**src/rtl/mem_port_arbiter.sv**
```systemverilog
// Arbitrates the single memory port between instruction fetch and load/store.
// One transaction in flight; D has priority, bounded by a fetch-starvation guard.
module mem_port_arbiter #(
    parameter int ADDR_W      = 32,
    parameter int DATA_W      = 32,
    parameter int MAX_D_BURST = 4,
    parameter int TIMEOUT     = 255
) (
    input  logic                clk,
    input  logic                rst,
    input  logic                i_req,
    input  logic [ADDR_W-1:0]   i_addr,
    output logic                i_gnt,
    output logic                i_rvalid,
    output logic [DATA_W-1:0]   i_rdata,
    output logic                i_err,
    input  logic                d_req,
    input  logic                d_we,
    input  logic [ADDR_W-1:0]   d_addr,
    input  logic [DATA_W-1:0]   d_wdata,
    input  logic [DATA_W/8-1:0] d_wstrb,
    output logic                d_gnt,
    output logic                d_rvalid,
    output logic [DATA_W-1:0]   d_rdata,
    output logic                d_err,
    output logic                mem_req,
    output logic                mem_we,
    output logic [ADDR_W-1:0]   mem_addr,
    output logic [DATA_W-1:0]   mem_wdata,
    output logic [DATA_W/8-1:0] mem_wstrb,
    input  logic                mem_gnt,
    input  logic                mem_rvalid,
    input  logic [DATA_W-1:0]   mem_rdata
);

    localparam int SW = $clog2(MAX_D_BURST + 1);
    localparam int TW = (TIMEOUT > 1) ? $clog2(TIMEOUT) : 1;

    typedef enum logic [1:0] {
        IDLE,
        REQ,
        RESP
    } state_t;

    state_t              state;
    state_t              state_next;
    logic                owner_d;
    logic                we_q;
    logic [ADDR_W-1:0]   addr_q;
    logic [DATA_W-1:0]   wdata_q;
    logic [DATA_W/8-1:0] wstrb_q;
    logic [SW-1:0]       streak;
    logic [TW-1:0]       timer;
    logic                d_win;
    logic                wd_hit;
    logic                done;
    logic                tmo;

    assign d_win  = d_req && !(i_req && streak == SW'(MAX_D_BURST));
    assign wd_hit = (TIMEOUT != 0) && (timer == TW'(TIMEOUT - 1));

    assign mem_req   = (state == REQ);
    assign mem_we    = we_q;
    assign mem_addr  = addr_q;
    assign mem_wdata = wdata_q;
    assign mem_wstrb = wstrb_q;

    always_comb begin
        state_next = state;
        i_gnt      = 1'b0;
        d_gnt      = 1'b0;
        done       = 1'b0;
        tmo        = 1'b0;
        unique case (state)
            IDLE: begin
                if (!rst) begin
                    if (d_win) begin
                        d_gnt = 1'b1;
                    end else if (i_req) begin
                        i_gnt = 1'b1;
                    end
                end
                if (i_gnt || d_gnt) state_next = REQ;
            end
            REQ: begin
                if (mem_gnt && mem_rvalid) begin
                    done = 1'b1;
                end else if (wd_hit) begin
                    tmo = 1'b1;
                end else if (mem_gnt) begin
                    state_next = RESP;
                end
                if (done || tmo) state_next = IDLE;
            end
            RESP: begin
                if (mem_rvalid) begin
                    done = 1'b1;
                end else if (wd_hit) begin
                    tmo = 1'b1;
                end
                if (done || tmo) state_next = IDLE;
            end
            default: state_next = IDLE;
        endcase
    end

    always_ff @(posedge clk or posedge rst) begin
        if (rst) begin
            state    <= IDLE;
            owner_d  <= 1'b0;
            we_q     <= 1'b0;
            addr_q   <= '0;
            wdata_q  <= '0;
            wstrb_q  <= '0;
            streak   <= '0;
            timer    <= '0;
            i_rvalid <= 1'b0;
            i_rdata  <= '0;
            i_err    <= 1'b0;
            d_rvalid <= 1'b0;
            d_rdata  <= '0;
            d_err    <= 1'b0;
        end else begin
            state    <= state_next;
            i_rvalid <= 1'b0;
            i_err    <= 1'b0;
            d_rvalid <= 1'b0;
            d_err    <= 1'b0;
            if (i_gnt || d_gnt) begin
                owner_d <= d_gnt;
                we_q    <= d_gnt && d_we;
                addr_q  <= d_gnt ? d_addr : i_addr;
                wdata_q <= d_gnt ? d_wdata : '0;
                wstrb_q <= d_gnt ? d_wstrb : '1;
                timer   <= '0;
            end else if (state != IDLE) begin
                timer <= timer + 1'b1;
            end
            // Streak only grows while fetch is actually waiting behind D
            if (d_gnt) begin
                if (!i_req) begin
                    streak <= '0;
                end else if (streak != SW'(MAX_D_BURST)) begin
                    streak <= streak + 1'b1;
                end
            end else if (i_gnt) begin
                streak <= '0;
            end
            if (done || tmo) begin
                if (owner_d) begin
                    d_rvalid <= 1'b1;
                    d_err    <= tmo;
                    d_rdata  <= tmo ? '0 : mem_rdata;
                end else begin
                    i_rvalid <= 1'b1;
                    i_err    <= tmo;
                    i_rdata  <= tmo ? '0 : mem_rdata;
                end
            end
        end
    end

endmodule

```
**config.mk**
```make
export PLATFORM = sky130hd
export DESIGN_NAME = mem_port_arbiter
export DESIGN_NICKNAME = d
export VERILOG_FILES = /design/src/rtl/mem_port_arbiter.sv
export SDC_FILE = /design/constraint.sdc
export NUM_CORES = 1
export LEC_CHECK = 0
export CAP_MARGIN = 0
export CORE_ASPECT_RATIO = 0.7
export CORE_MARGIN = 4
export CORE_UTILIZATION = 43
export CTS_CLUSTER_SIZE = 12
export DETAILED_ROUTE_END_ITERATION = 6
export GPL_TIMING_DRIVEN = 0
export PLACE_DENSITY_LB_ADDON = 0.05
export SKIP_CTS_REPAIR_TIMING = 1
export SLEW_MARGIN = 20
export SYNTH_ARGS = -nofsm -noshare
export SYNTH_HDL_FRONTEND = slang
export SYNTH_SLANG_ARGS = --single-unit
```
**constraint.sdc**
```tcl
create_clock -name clk -period 21.4 [get_ports clk]
set_input_delay 6.42 -clock clk [delete_from_list [all_inputs] [get_ports clk]]
set_output_delay 6.42 -clock clk [all_outputs]
set_load 0.01 [all_outputs]
```
==> flow_summary.yaml <==
clock_tree:
  clkTransAtPathRegs_ps: 60
  cts_buffers: 17
  cts_buffer_depth: 2
  cts_max_level: 4
  clockRootBuffer: "clkbuf_16"
  clk_latency_ps: 420
  cts_sinks: 151
  cts_tree: "done"
global_routing:
  overflow: 0
  grt_use_met3_pct: 8.460
  grt_pass1_vias: 5443
  grt_pass1_wl_um: 29550
  grt_max_degree: 93
  grtUsageMet2_pct: 38.44
  grtUsageMet1_pct: 29.96
  antenna_found_initial: 0
  grt.busiest_layer: "met2"
  track_usage_pct: 23.67
placed_design:
  dp_cells: 937
  portBuffers: 277
  routabilityCongestion: 0.8219
  dp.final_hpwl_um: 13910
  dpl_worst_slack_ps: 5323
critical_path:
  required_ps: 14980
  cp_data_arrival_time_ps: 9500
  startpoint_type: "input port"
  critical_path_class: "input port to output port"
  path_buf_inv: 7
  crit_family: "buffers and inverters"
  end_kind: "output port"
  critPathSlowestCell: "clkdlybuf4s50_1"
  critical_path.max_stage_delay_ps: 640
  cpMostUsedCell: "clkdlybuf4s50_1"
  crit_fanout: 92
  crit_chain: "clkdlybuf4s50_1 -> inv_8 -> buf_16 -> nand4_2 -> inv_1 -> buf_2 -> clkbuf_1 -> clkdlybuf4s50_1"
timing:
  fmax_mhz: 62.81
  fin_tns_setup_ps: 0
  skew_ps: 12.60
  final-hold-violation-count: 0
  maxSlewHeadroom_pct: 55.32
  fin_ws_ps: 5479
  slew_violations: 0
  setup_viol: 0
  worst_pin_slew_ps: 667.3
  period_share_pct: 74.40
  rsz0062_at_grt: "no"
  fin_crit_ps: 15920
routing:
  via_per_inst: 5.203
  vias: 5031
  routedWlPerCell_um: 19.35
  drcViolationCount: 0
  drt-initial-drc-count: 280
  firstDrtPassIters: 5
  routed_wl_um: 18710
  antenna_left: 0
power_and_ir_drop:
  vdd_drop_max_v: 0.00005480
  p_leak_nw: 4.146
  power.density_nw_per_um2: 132.4
floorplanning:
  die_height_um: 107.9
  die_w_um: 150.6
  core_area_um2: 13920
  ioPinCount: 279
  initial_core_util_pct: 44.00
  die_area_um2: 16250
  rows: 36
final_layout:
  fin_util_pct: 70.08
  area_delta_synth_final_pct: 59.26
  drive_gt1_share_pct: 7.851
  num_antenna_cells: 0
  final_cells: 967
  fin_nets: 912
job:
  cap_viol_max_count: 0
synthesis:
  synth_top_cell_area_share_pct: 61.70
  synth_area_leaders: "dfrtp_1 (62%), a22o_1 (14%), mux2i_1 (5.2%)"
  synthTopCellsByCount: "dfrtp_1 (151), a22o_1 (98), nand2_1 (40), o21ai_0 (36), mux2i_1 (32)"
  synth_fp_nets: 615
  synth_cells: 469
  synth_cell_type_count: 36
  ys_dominant_reg_cell: "dfrtp_1"
  synth_edf_count: 0
  syn_area_per_cell_um2: 13.06
  synth_warnings: 0
  syn_area_um2: 6125
  ys_ff_latch: 151
  synth_top_cell_by_area: "dfrtp_1"
  yosysMostFrequentCell: "dfrtp_1"
  synth-seq-area-share_pct: 61.70
  async_reset_ff_share_pct: 100.0
hold_path:
  hold_path_class: "flip-flop to flip-flop"
status:
  status: "finished clean"
==> worst reg2reg max path, cell delays in order (launching register included) <==
cell      delay, ps
dfrtp_1         390
inv_1            60
ha_1            210
nand3_1         100
nand4_2         230
inv_1           140
buf_2           250
clkbuf_1        440
o21ai_0         210
==> flip-flops by register name, indices dropped and copies added (netlist names), 2 cells and up <==
name       count
d_rdata       32
i_rdata       32
mem_addr      32
mem_wdata     32
timer          8
mem_wstrb      4
streak         3
state          2
==> per-stage QoR <==
step	area, um2	power [mW]	hold WS, ps
after global routing	9754	1.364	510.8
final	9754	1.292	488.5
after floorplan	6125	0.6858	481.4
after detailed placement	9170	0.9954	476.3
after global placement	9135	0.9812	472.4
after CTS	9754	1.304	489.2
==> layout make-up <==
| cell class | instances | area [um2] |
|---|---|---|
| Tap cell | 190 | 237.7 |
| Fill cell | 1003 | 4164 |
| Multi-Input combinational cell | 271 | 2062 |
| Sequential cell | 151 | 3779 |
| Clock buffer | 18 | 429.2 |
| Buffer | 33 | 231.5 |
| Inverter | 14 | 60.06 |
| Timing Repair Buffer | 278 | 2800 |
| Clock inverter | 12 | 155.1 |
==> where the power goes <==
group | leakage, nW | switching, mW | internal, mW | total [mW]
registers | 1.93 | 0.0721 | 0.401 | 0.473
logic | 1.93 | 0.215 | 0.302 | 0.517
clock network | 0.282 | 0.119 | 0.182 | 0.301
==> per-layer routing <==
layer / vias to the layer above / share of wire [%]
met1: 2529 / 42
met4: 0 / 1.8
li1: 2306 / -
met3: 23 / 8.0
met5: - / 0
met2: 173 / 49
==> cell families after synthesis <==
logic type               Yosys count  synth area share [%]
AO/OA/AOI/OAI                    158                 20.76
XOR/XNOR                           7                 1.001
adder cells (fa/ha/maj)            7                 1.430
buffers and inverters             47                 4.637
flip-flops                       151                 61.70
multiplexers                      32                 5.230
AND/OR/NAND/NOR                   67                 5.250
==> cell usage in the layout (no fill, tap or decap), drive strengths merged, types with 3 or more instances in the layout <==
cell / netlist / routed
a211oi: 5 / 5
dfrtp: 151 / 151
nand4: 4 / 4
clkbuf: 13 / 31
nor2: 8 / 8
nand2: 40 / 40
a21oi: 4 / 4
mux2i: 32 / 32
o22a: 4 / 4
nand3: 6 / 6
clkdlybuf4s50: 0 / 277
a22o: 98 / 98
ha: 7 / 7
bufinv: 0 / 3
xnor2: 7 / 7
inv: 14 / 15
buf: 20 / 21
clkinv: 0 / 6
o21ai: 39 / 39
==> final timing paths <==
path | startpoint | endpoint | slack, ps | depth (start not counted)
worst min-delay path | mem_wstrb[2]$_DFFE_PP0N_ | mem_wstrb[2]$_DFFE_PP0N_ | 490 | 1
worst max-delay path | rst | d_gnt | 5480 | 8
min in group asynchronous | rst | streak[0]$_DFFE_PP0P_ | 6480 | 2
max in group asynchronous | rst | mem_addr[8]$_DFFE_PP0N_ | 14150 | 3
worst max register to register | streak[0]$_DFFE_PP0P_ | mem_addr[28]$_DFFE_PP0N_ | 19220 | 8
worst min register to register | mem_wstrb[2]$_DFFE_PP0N_ | mem_wstrb[2]$_DFFE_PP0N_ | 490 | 1
No activity file was read; power rests on OpenSTA's default activity.
